`src/rtl/pfu.sv`:
```
// Prefetch unit: issues sequential instruction fetches under a credit limit,
// queues responses with their PC and hands them to the decode stage in order.
`ifndef RV_SOFID_RANGE
`define RV_SOFID_RANGE 0:0
`endif

module pfu #(
    parameter logic [31:0] RESET_ADDR = 32'h0000_0000,
    parameter int          DEPTH      = 4
) (
    input  logic                   clk_i,
    input  logic                   reset_i,
    input  logic                   clk_en_i,
    input  logic                   exs_pc_wr_i,
    input  logic [31:0]            exs_pc_dout_i,
    input  logic                   ireqready_i,
    output logic                   ireqvalid_o,
    output logic [31:0]            ireqaddr_o,
    input  logic                   irspvalid_i,
    input  logic [31:0]            irspdata_i,
    input  logic                   irsperror_i,
    output logic                   pfu_dav_o,
    input  logic                   pfu_ack_i,
    output logic [`RV_SOFID_RANGE] pfu_sofid_o,
    output logic [31:0]            pfu_ins_o,
    output logic                   pfu_ferr_o,
    output logic [31:0]            pfu_pc_o
);

    localparam int PW = $clog2(DEPTH);
    localparam int CW = PW + 1;
    localparam logic [CW-1:0]   ONE   = CW'(1);
    localparam logic [PW-1:0]   PONE  = PW'(1);
    localparam logic [CW+1:0]   LIMIT = (CW+2)'(DEPTH);

    typedef logic [`RV_SOFID_RANGE] sofid_t;

    typedef struct packed {
        logic [31:0] ins;
        logic        ferr;
        logic [31:0] pc;
        sofid_t      sofid;
    } qent_t;

    logic [31:0]   fetch_pc;
    logic [CW-1:0] outst;
    logic [CW-1:0] outst_nxt;
    logic [CW-1:0] disc;
    logic [CW-1:0] count;
    logic [PW-1:0] q_rd;
    logic [PW-1:0] q_wr;
    logic [PW-1:0] a_rd;
    logic [PW-1:0] a_wr;
    logic          sofid_pend;

    qent_t         q_mem [DEPTH];
    logic [31:0]   a_mem [DEPTH];

    logic          redirect;
    logic          credit_ok;
    logic          req_fire;
    logic          rsp_fire;
    logic          q_push;
    logic          q_pop;
    logic [CW+1:0] in_flight;
    qent_t         new_ent;
    logic          unused_bits;

    assign unused_bits = ^exs_pc_dout_i[1:0];

    assign redirect = exs_pc_wr_i & clk_en_i;

    // Discarded transactions stay charged against the credit until they drain.
    assign in_flight = {2'b00, count} + {2'b00, outst} + {2'b00, disc};
    assign credit_ok = (in_flight < LIMIT);

    assign ireqvalid_o = clk_en_i & ~reset_i & ~exs_pc_wr_i & credit_ok;
    assign ireqaddr_o  = {fetch_pc[31:2], 2'b00};
    assign req_fire    = ireqvalid_o & ireqready_i;

    assign rsp_fire = irspvalid_i & clk_en_i & ~reset_i;
    assign q_push   = rsp_fire & ~redirect & (disc == '0);
    assign q_pop    = pfu_ack_i & (count != '0) & clk_en_i & ~redirect & ~reset_i;

    always_comb begin
        outst_nxt = outst;
        if (req_fire && !rsp_fire)
            outst_nxt = outst + ONE;
        else if (!req_fire && rsp_fire)
            outst_nxt = outst - ONE;
    end

    // Response PC comes from the request-address FIFO, popped on every
    // response whether kept or discarded, so it stays aligned with the bus.
    always_comb begin
        new_ent.ins   = irspdata_i;
        new_ent.ferr  = irsperror_i;
        new_ent.pc    = a_mem[a_rd];
        new_ent.sofid = sofid_t'(sofid_pend);
    end

    always_ff @(posedge clk_i) begin
        if (reset_i) begin
            fetch_pc   <= {RESET_ADDR[31:2], 2'b00};
            outst      <= '0;
            disc       <= '0;
            count      <= '0;
            q_rd       <= '0;
            q_wr       <= '0;
            a_rd       <= '0;
            a_wr       <= '0;
            sofid_pend <= 1'b1;
        end else if (clk_en_i) begin
            outst <= outst_nxt;
            if (req_fire) begin
                a_wr <= a_wr + PONE;
            end
            if (rsp_fire) begin
                a_rd <= a_rd + PONE;
            end

            if (redirect) begin
                fetch_pc   <= {exs_pc_dout_i[31:2], 2'b00};
                disc       <= outst_nxt;
                count      <= '0;
                q_rd       <= '0;
                q_wr       <= '0;
                sofid_pend <= 1'b1;
            end else begin
                if (req_fire) begin
                    fetch_pc <= fetch_pc + 32'd4;
                end
                if (rsp_fire && disc != '0) begin
                    disc <= disc - ONE;
                end
                if (q_push) begin
                    q_wr       <= q_wr + PONE;
                    sofid_pend <= 1'b0;
                end
                if (q_pop) begin
                    q_rd <= q_rd + PONE;
                end
                if (q_push && !q_pop)
                    count <= count + ONE;
                else if (!q_push && q_pop)
                    count <= count - ONE;
            end
        end
    end

    // Storage arrays carry no reset; validity is tracked by count/outst.
    always_ff @(posedge clk_i) begin
        if (q_push) begin
            q_mem[q_wr] <= new_ent;
        end
        if (req_fire) begin
            a_mem[a_wr] <= ireqaddr_o;
        end
    end

    assign pfu_dav_o   = (count != '0);
    assign pfu_ins_o   = q_mem[q_rd].ins;
    assign pfu_ferr_o  = q_mem[q_rd].ferr;
    assign pfu_pc_o    = q_mem[q_rd].pc;
    assign pfu_sofid_o = q_mem[q_rd].sofid;

endmodule
```
`config.mk`:
```
export PLATFORM = sky130hd
export DESIGN_NAME = pfu
export DESIGN_NICKNAME = d
export VERILOG_FILES = /design/src/rtl/pfu.sv
export SDC_FILE = /design/constraint.sdc
export NUM_CORES = 1
export LEC_CHECK = 0
export ABC_AREA = 1
export CORE_ASPECT_RATIO = 1.5
export CORE_UTILIZATION = 61
export DETAILED_ROUTE_END_ITERATION = 12
export PLACE_DENSITY = 0.85
export SLEW_MARGIN = 20
export SYNTH_ARGS = -nofsm -noshare
export SYNTH_HDL_FRONTEND = slang
export SYNTH_SLANG_ARGS = --single-unit
```
`constraint.sdc`:
```
create_clock -name clk_i -period 7.3 [get_ports clk_i]
set_clock_uncertainty 0.15 [all_clocks]
set_input_delay 1.095 -clock clk_i [delete_from_list [all_inputs] [get_ports clk_i]]
set_output_delay 1.095 -clock clk_i [all_outputs]
set_load 0.02 [all_outputs]
```
Yosys cells after proc, flatten, opt, wreduce, memory -nomap -nowiden:

Memory sizes are Yosys's and may differ from the RTL's. A register that Yosys moved wholly into a read port is not among the register bits.
Cells that the tools add are included.

* bits in writable memories: 384
* output and inout port bits: 100
* memories: 2
* register bits: 50
* input port bits: 72
* word-level logic and storage cells: 87

* muxes and demuxes: 23
* reduce and logical (&&, ||, !) cells: 24
* bitwise gates (word level): 16
* $lt $le $gt $ge: 1
* $add $sub $neg: 12

Memories
* q_mem: depth 4, bits a word 66, read ports 1, clocked after Yosys merged registers in 1, write ports 1, line 56 `qent_t q_mem [DEPTH];`
* a_mem: depth 4, bits a word 30, read ports 1, clocked after Yosys merged registers in 1, write ports 1, line 57 `logic [31:0] a_mem [DEPTH];`

Operator list (number)
* $mux W32: 2
* $add A32 B3 Y32 const B: 1
* $mux W3: 7
* $mux W2: 8
* $reduce_and A2 Y1: 7
* $and A1 B1 Y1: 13
* $reduce_bool A3 Y1: 3
* $sub A3 B1 Y3 const B: 3
* $add A2 B1 Y2 const B: 4
* $reduce_bool A2 Y1: 4
* $add A3 B1 Y3 const B: 2
* $mux W1: 6
* $add A4 B3 Y5: 1
* $logic_and A1 B1 Y1: 5
* $lt A5 B3 Y1 const B: 1
* $add A3 B3 Y4: 1
* $logic_not A1 Y1: 4
* $logic_not A3 Y1: 1
* $not A1 Y1: 3

Depth between registers and ports, before layout:

* depth after elaboration: 10
* depth in mapped cells: 17
* depth with buffers taken out: 17

Least setup slack after synthesis:

No wires, ideal clock.

* kind: input port to flip-flop
* start point: input port reset_i
* end point: memory q_mem[0][0] in the netlist's numbering (enable)
* stages: 6
* required time: 6.664 ns
* arrival time: 4.370 ns
* path buffers: 1
* setup slack: 2.294 ns
* setup time: 0.486 ns
* cells stage by stage: buf_6 clkinv_1 nand3_1 nor3_2 inv_2 nor2_1

* word-level cells in the longest chain between the ends: 6

RTL lines
* start: declaration: line 12 `input logic reset_i,`
* $not A1 Y1: line 81 `assign rsp_fire = irspvalid_i & clk_en_i & ~reset_i;`
* $and A1 B1 Y1: line 81
* $and A1 B1 Y1 (2 in series): line 82 `assign q_push = rsp_fire & ~redirect & (disc == '0);`
* $mux W1: line 153 `if (q_push) begin`
* $mux W1 (not written as such): line 154 `q_mem[q_wr] <= new_ent;`
* end: declaration: line 56

Every way passes these cells.

==> results.json <==
{
  "status": "complete, no violations",
  "fillCellCount": 1828,
  "drtIter0Drc": 876,
  "insertedDiodeCount": 0,
  "crit_fanout": 93,
  "hold_buffers": 0,
  "start_kind": "register",
  "num_rows": 75,
  "max_slew_margin": 0.336,
  "synth-edff-count": 376,
  "routed_via_density": 5.93,
  "postRouteAntennaNets": 0,
  "io_buffers": 165,
  "cpPeakStageDelay_ns": 0.78,
  "die_h_um": 208,
  "leakagePower_nw": 6.93,
  "tns_ns": 0,
  "clock-sinks": 428,
  "cts_tree": "done",
  "cts_inserted_buffers": 38,
  "die_area_um2": 29100,
  "worstMarginPinSlew_ns": 0.993,
  "grt_pass1_wl_mm": 58.3,
  "finalCoreUtilization": 0.728,
  "final-setup-viol-count": 0,
  "multi_input_area_um2": 4400,
  "area_delta_synth_final_pct": 17.5,
  "vias": 11800,
  "drc": 0,
  "syn_area_per_cell_um2": 11.8,
  "place_congestion": 0.898,
  "hold_ws_ns": 0.336,
  "synth-seq-cells": 428,
  "final_cell_mix": "edfxtp_1 (376), nor2_1 (245), o21ai_0 (218), clkdlybuf4s50_1 (165), nand2_1 (145)",
  "post_cts_resized": 0,
  "synth_flop_cell": "edfxtp_1",
  "die_w_um": 140,
  "max_freq_mhz": 213,
  "path_cells": "clkinv_2 -> buf_4 -> o21ai_0 -> o22ai_1 -> clkdlybuf4s50_1",
  "synth_warnings": 0,
  "layout_commonest_cell": "edfxtp_1",
  "timing_worst_setup_path_type": "register to output port",
  "finalNonFillerCells": 1983,
  "hold_viol": 0,
  "hpwlAfterDp_mm": 22.5,
  "clockBufferDepth": 3,
  "first_pass_iters": 5,
  "crit_slowest_cell": "buf_4",
  "critPathBufInv": 3,
  "fin_crit_sh": 0.642,
  "hold_depth": 2,
  "r2r_cells": 13,
  "htree_levels": 2,
  "rsz0062_at_grt": "false",
  "path_clk_slew_ns": 0.06,
  "track_usage": 0.259,
  "dp_cells": 1915,
  "drive_gt1_frac": 0.0605,
  "ff_latch_area_um2": 12300,
  "netlist_instances": 1469,
  "seq_area_frac_synth": 0.712,
  "fin_crit_ns": 4.69,
  "cp-end-kind": "output port",
  "wl_mm": 37.7,
  "grt_pass1_vias": 11500,
  "antenna_found_initial": 0,
  "cts_root_buf": "clkbuf_16",
  "syn_area_um2": 17300,
  "start_util": 0.620,
  "grt_max_degree": 94,
  "fin_nets": 1700,
  "postCtsSetupBuffers": 0,
  "path_depth": 5,
  "cp_top_family": "buffers and inverters",
  "p_per_area_nw_per_um2": 242,
  "ir_drop_mv": 0.195,
  "core_area_um2": 28000,
  "ios": 172,
  "insertion_delay_ns": 0.53,
  "async_reset_ff_frac": 0,
  "yosysUniqueCellTypes": 39,
  "drv_cap": 0,
  "crit_required_ns": 6.05,
  "wl_per_cell_um": 19.0,
  "grt-ovfl-total": 0,
  "crit_arrival_ns": 3.44,
  "drv_slew": 0,
  "hp-class": "register to register"
}
==> power breakdown <==
| part | leakage (nW) | internal [W] | switching (W) |
|---|---|---|---|
| clock | 0.547 | 0.000988 | 0.000851 |
| sequential | 3.87 | 0.00271 | 0.0000429 |
| combinational | 2.50 | 0.000135 | 0.000200 |
==> path summary, 6_finish.rpt <==
kind | startpoint | slack [ns] | end
worst min register to register | a_rd[1] | 0.34 | a_rd[1]
worst min-delay path | a_rd[1] | 0.34 | a_rd[1]
worst max register to register | outst[2] | 3.56 | fetch_pc[26]
worst max-delay path | register | 2.61 | pfu_pc_o[20]
==> sequential cells by signal, summed over array words and instances (netlist names), named ones only <==
signal / cells
a_mem: 120
a_rd: 2
a_wr: 2
count: 3
disc: 3
fetch_pc: 30
outst: 3
q_mem: 256
q_rd: 2
q_wr: 2
sofid_pend: 1
==> routing by layer <==
metal  wire (µm)  share of wire  up-vias  GRT usage
li1            -              -     5537          -
met1       14300           0.38     5645      0.303
met2       19800           0.52      489      0.469
met3        2400          0.064       87     0.0384
met4        1230          0.033        0      0.120
met5           0              0        -          0
==> metrics by stage <==
step	power (W)	setup WS [ns]	area [µm²]
floorplan	0.00298	2.29	17300
global placement	0.00312	2.55	19200
detailed placement	0.00313	2.54	19200
CTS	0.00494	2.54	20400
global route	0.00506	2.40	20400
finish	0.00492	2.61	20400
==> tightest hold or removal path, stage by stage, from the launching register on <==
cell	delay, ns
dfxtp_1	0.30
inv_1	0.07
a21oi_1	0.07
==> cell families (layout without fill, tap and decap cells) <==
group,after synthesis,in the layout,synth area share
DFF,428,428,0.712
buffers and inverters,162,327,0.0383
other,1,4,0.000216
adders and majority gates,19,19,0.0155
xor gates and xnor gates,7,7,0.00354
AOI/OAI and AO/OA,371,371,0.116
and+or+nand+nor,481,481,0.115
==> synth_stat cells (4+ instances only) <==
master	number	share of area
dfxtp_1	52	0.060
inv_1	72	0.016
nor2_1	253	0.055
o21ai_0	218	0.063
edfxtp_1	376	0.65
buf_4	4	0.0017
nand3_2	5	0.0029
o22ai_1	95	0.034
a31oi_1	11	0.0040
clkbuf_1	61	0.013
xor2_1	6	0.0030
nand4_1	6	0.0022
a21oi_1	36	0.010
buf_6	4	0.0026
nand3b_1	4	0.0017
nor3_1	10	0.0029
nand3_1	46	0.013
nand2_1	145	0.031
inv_2	6	0.0013
fa_1	4	0.0046
buf_1	5	0.0011
o211ai_1	4	0.0017
ha_1	15	0.011
buf_2	8	0.0023
==> final cells by class <==
type / count / area share
clock buffers: 46 / 0.0492
clock inverters: 22 / 0.00627
inverters: 80 / 0.0148
multi-input cells: 882 / 0.216
flip-flops and latches: 428 / 0.606
well taps: 346 / 0.0213
repair buffers: 179 / 0.0863
Note: power is estimated with default switching activity, not from simulation.
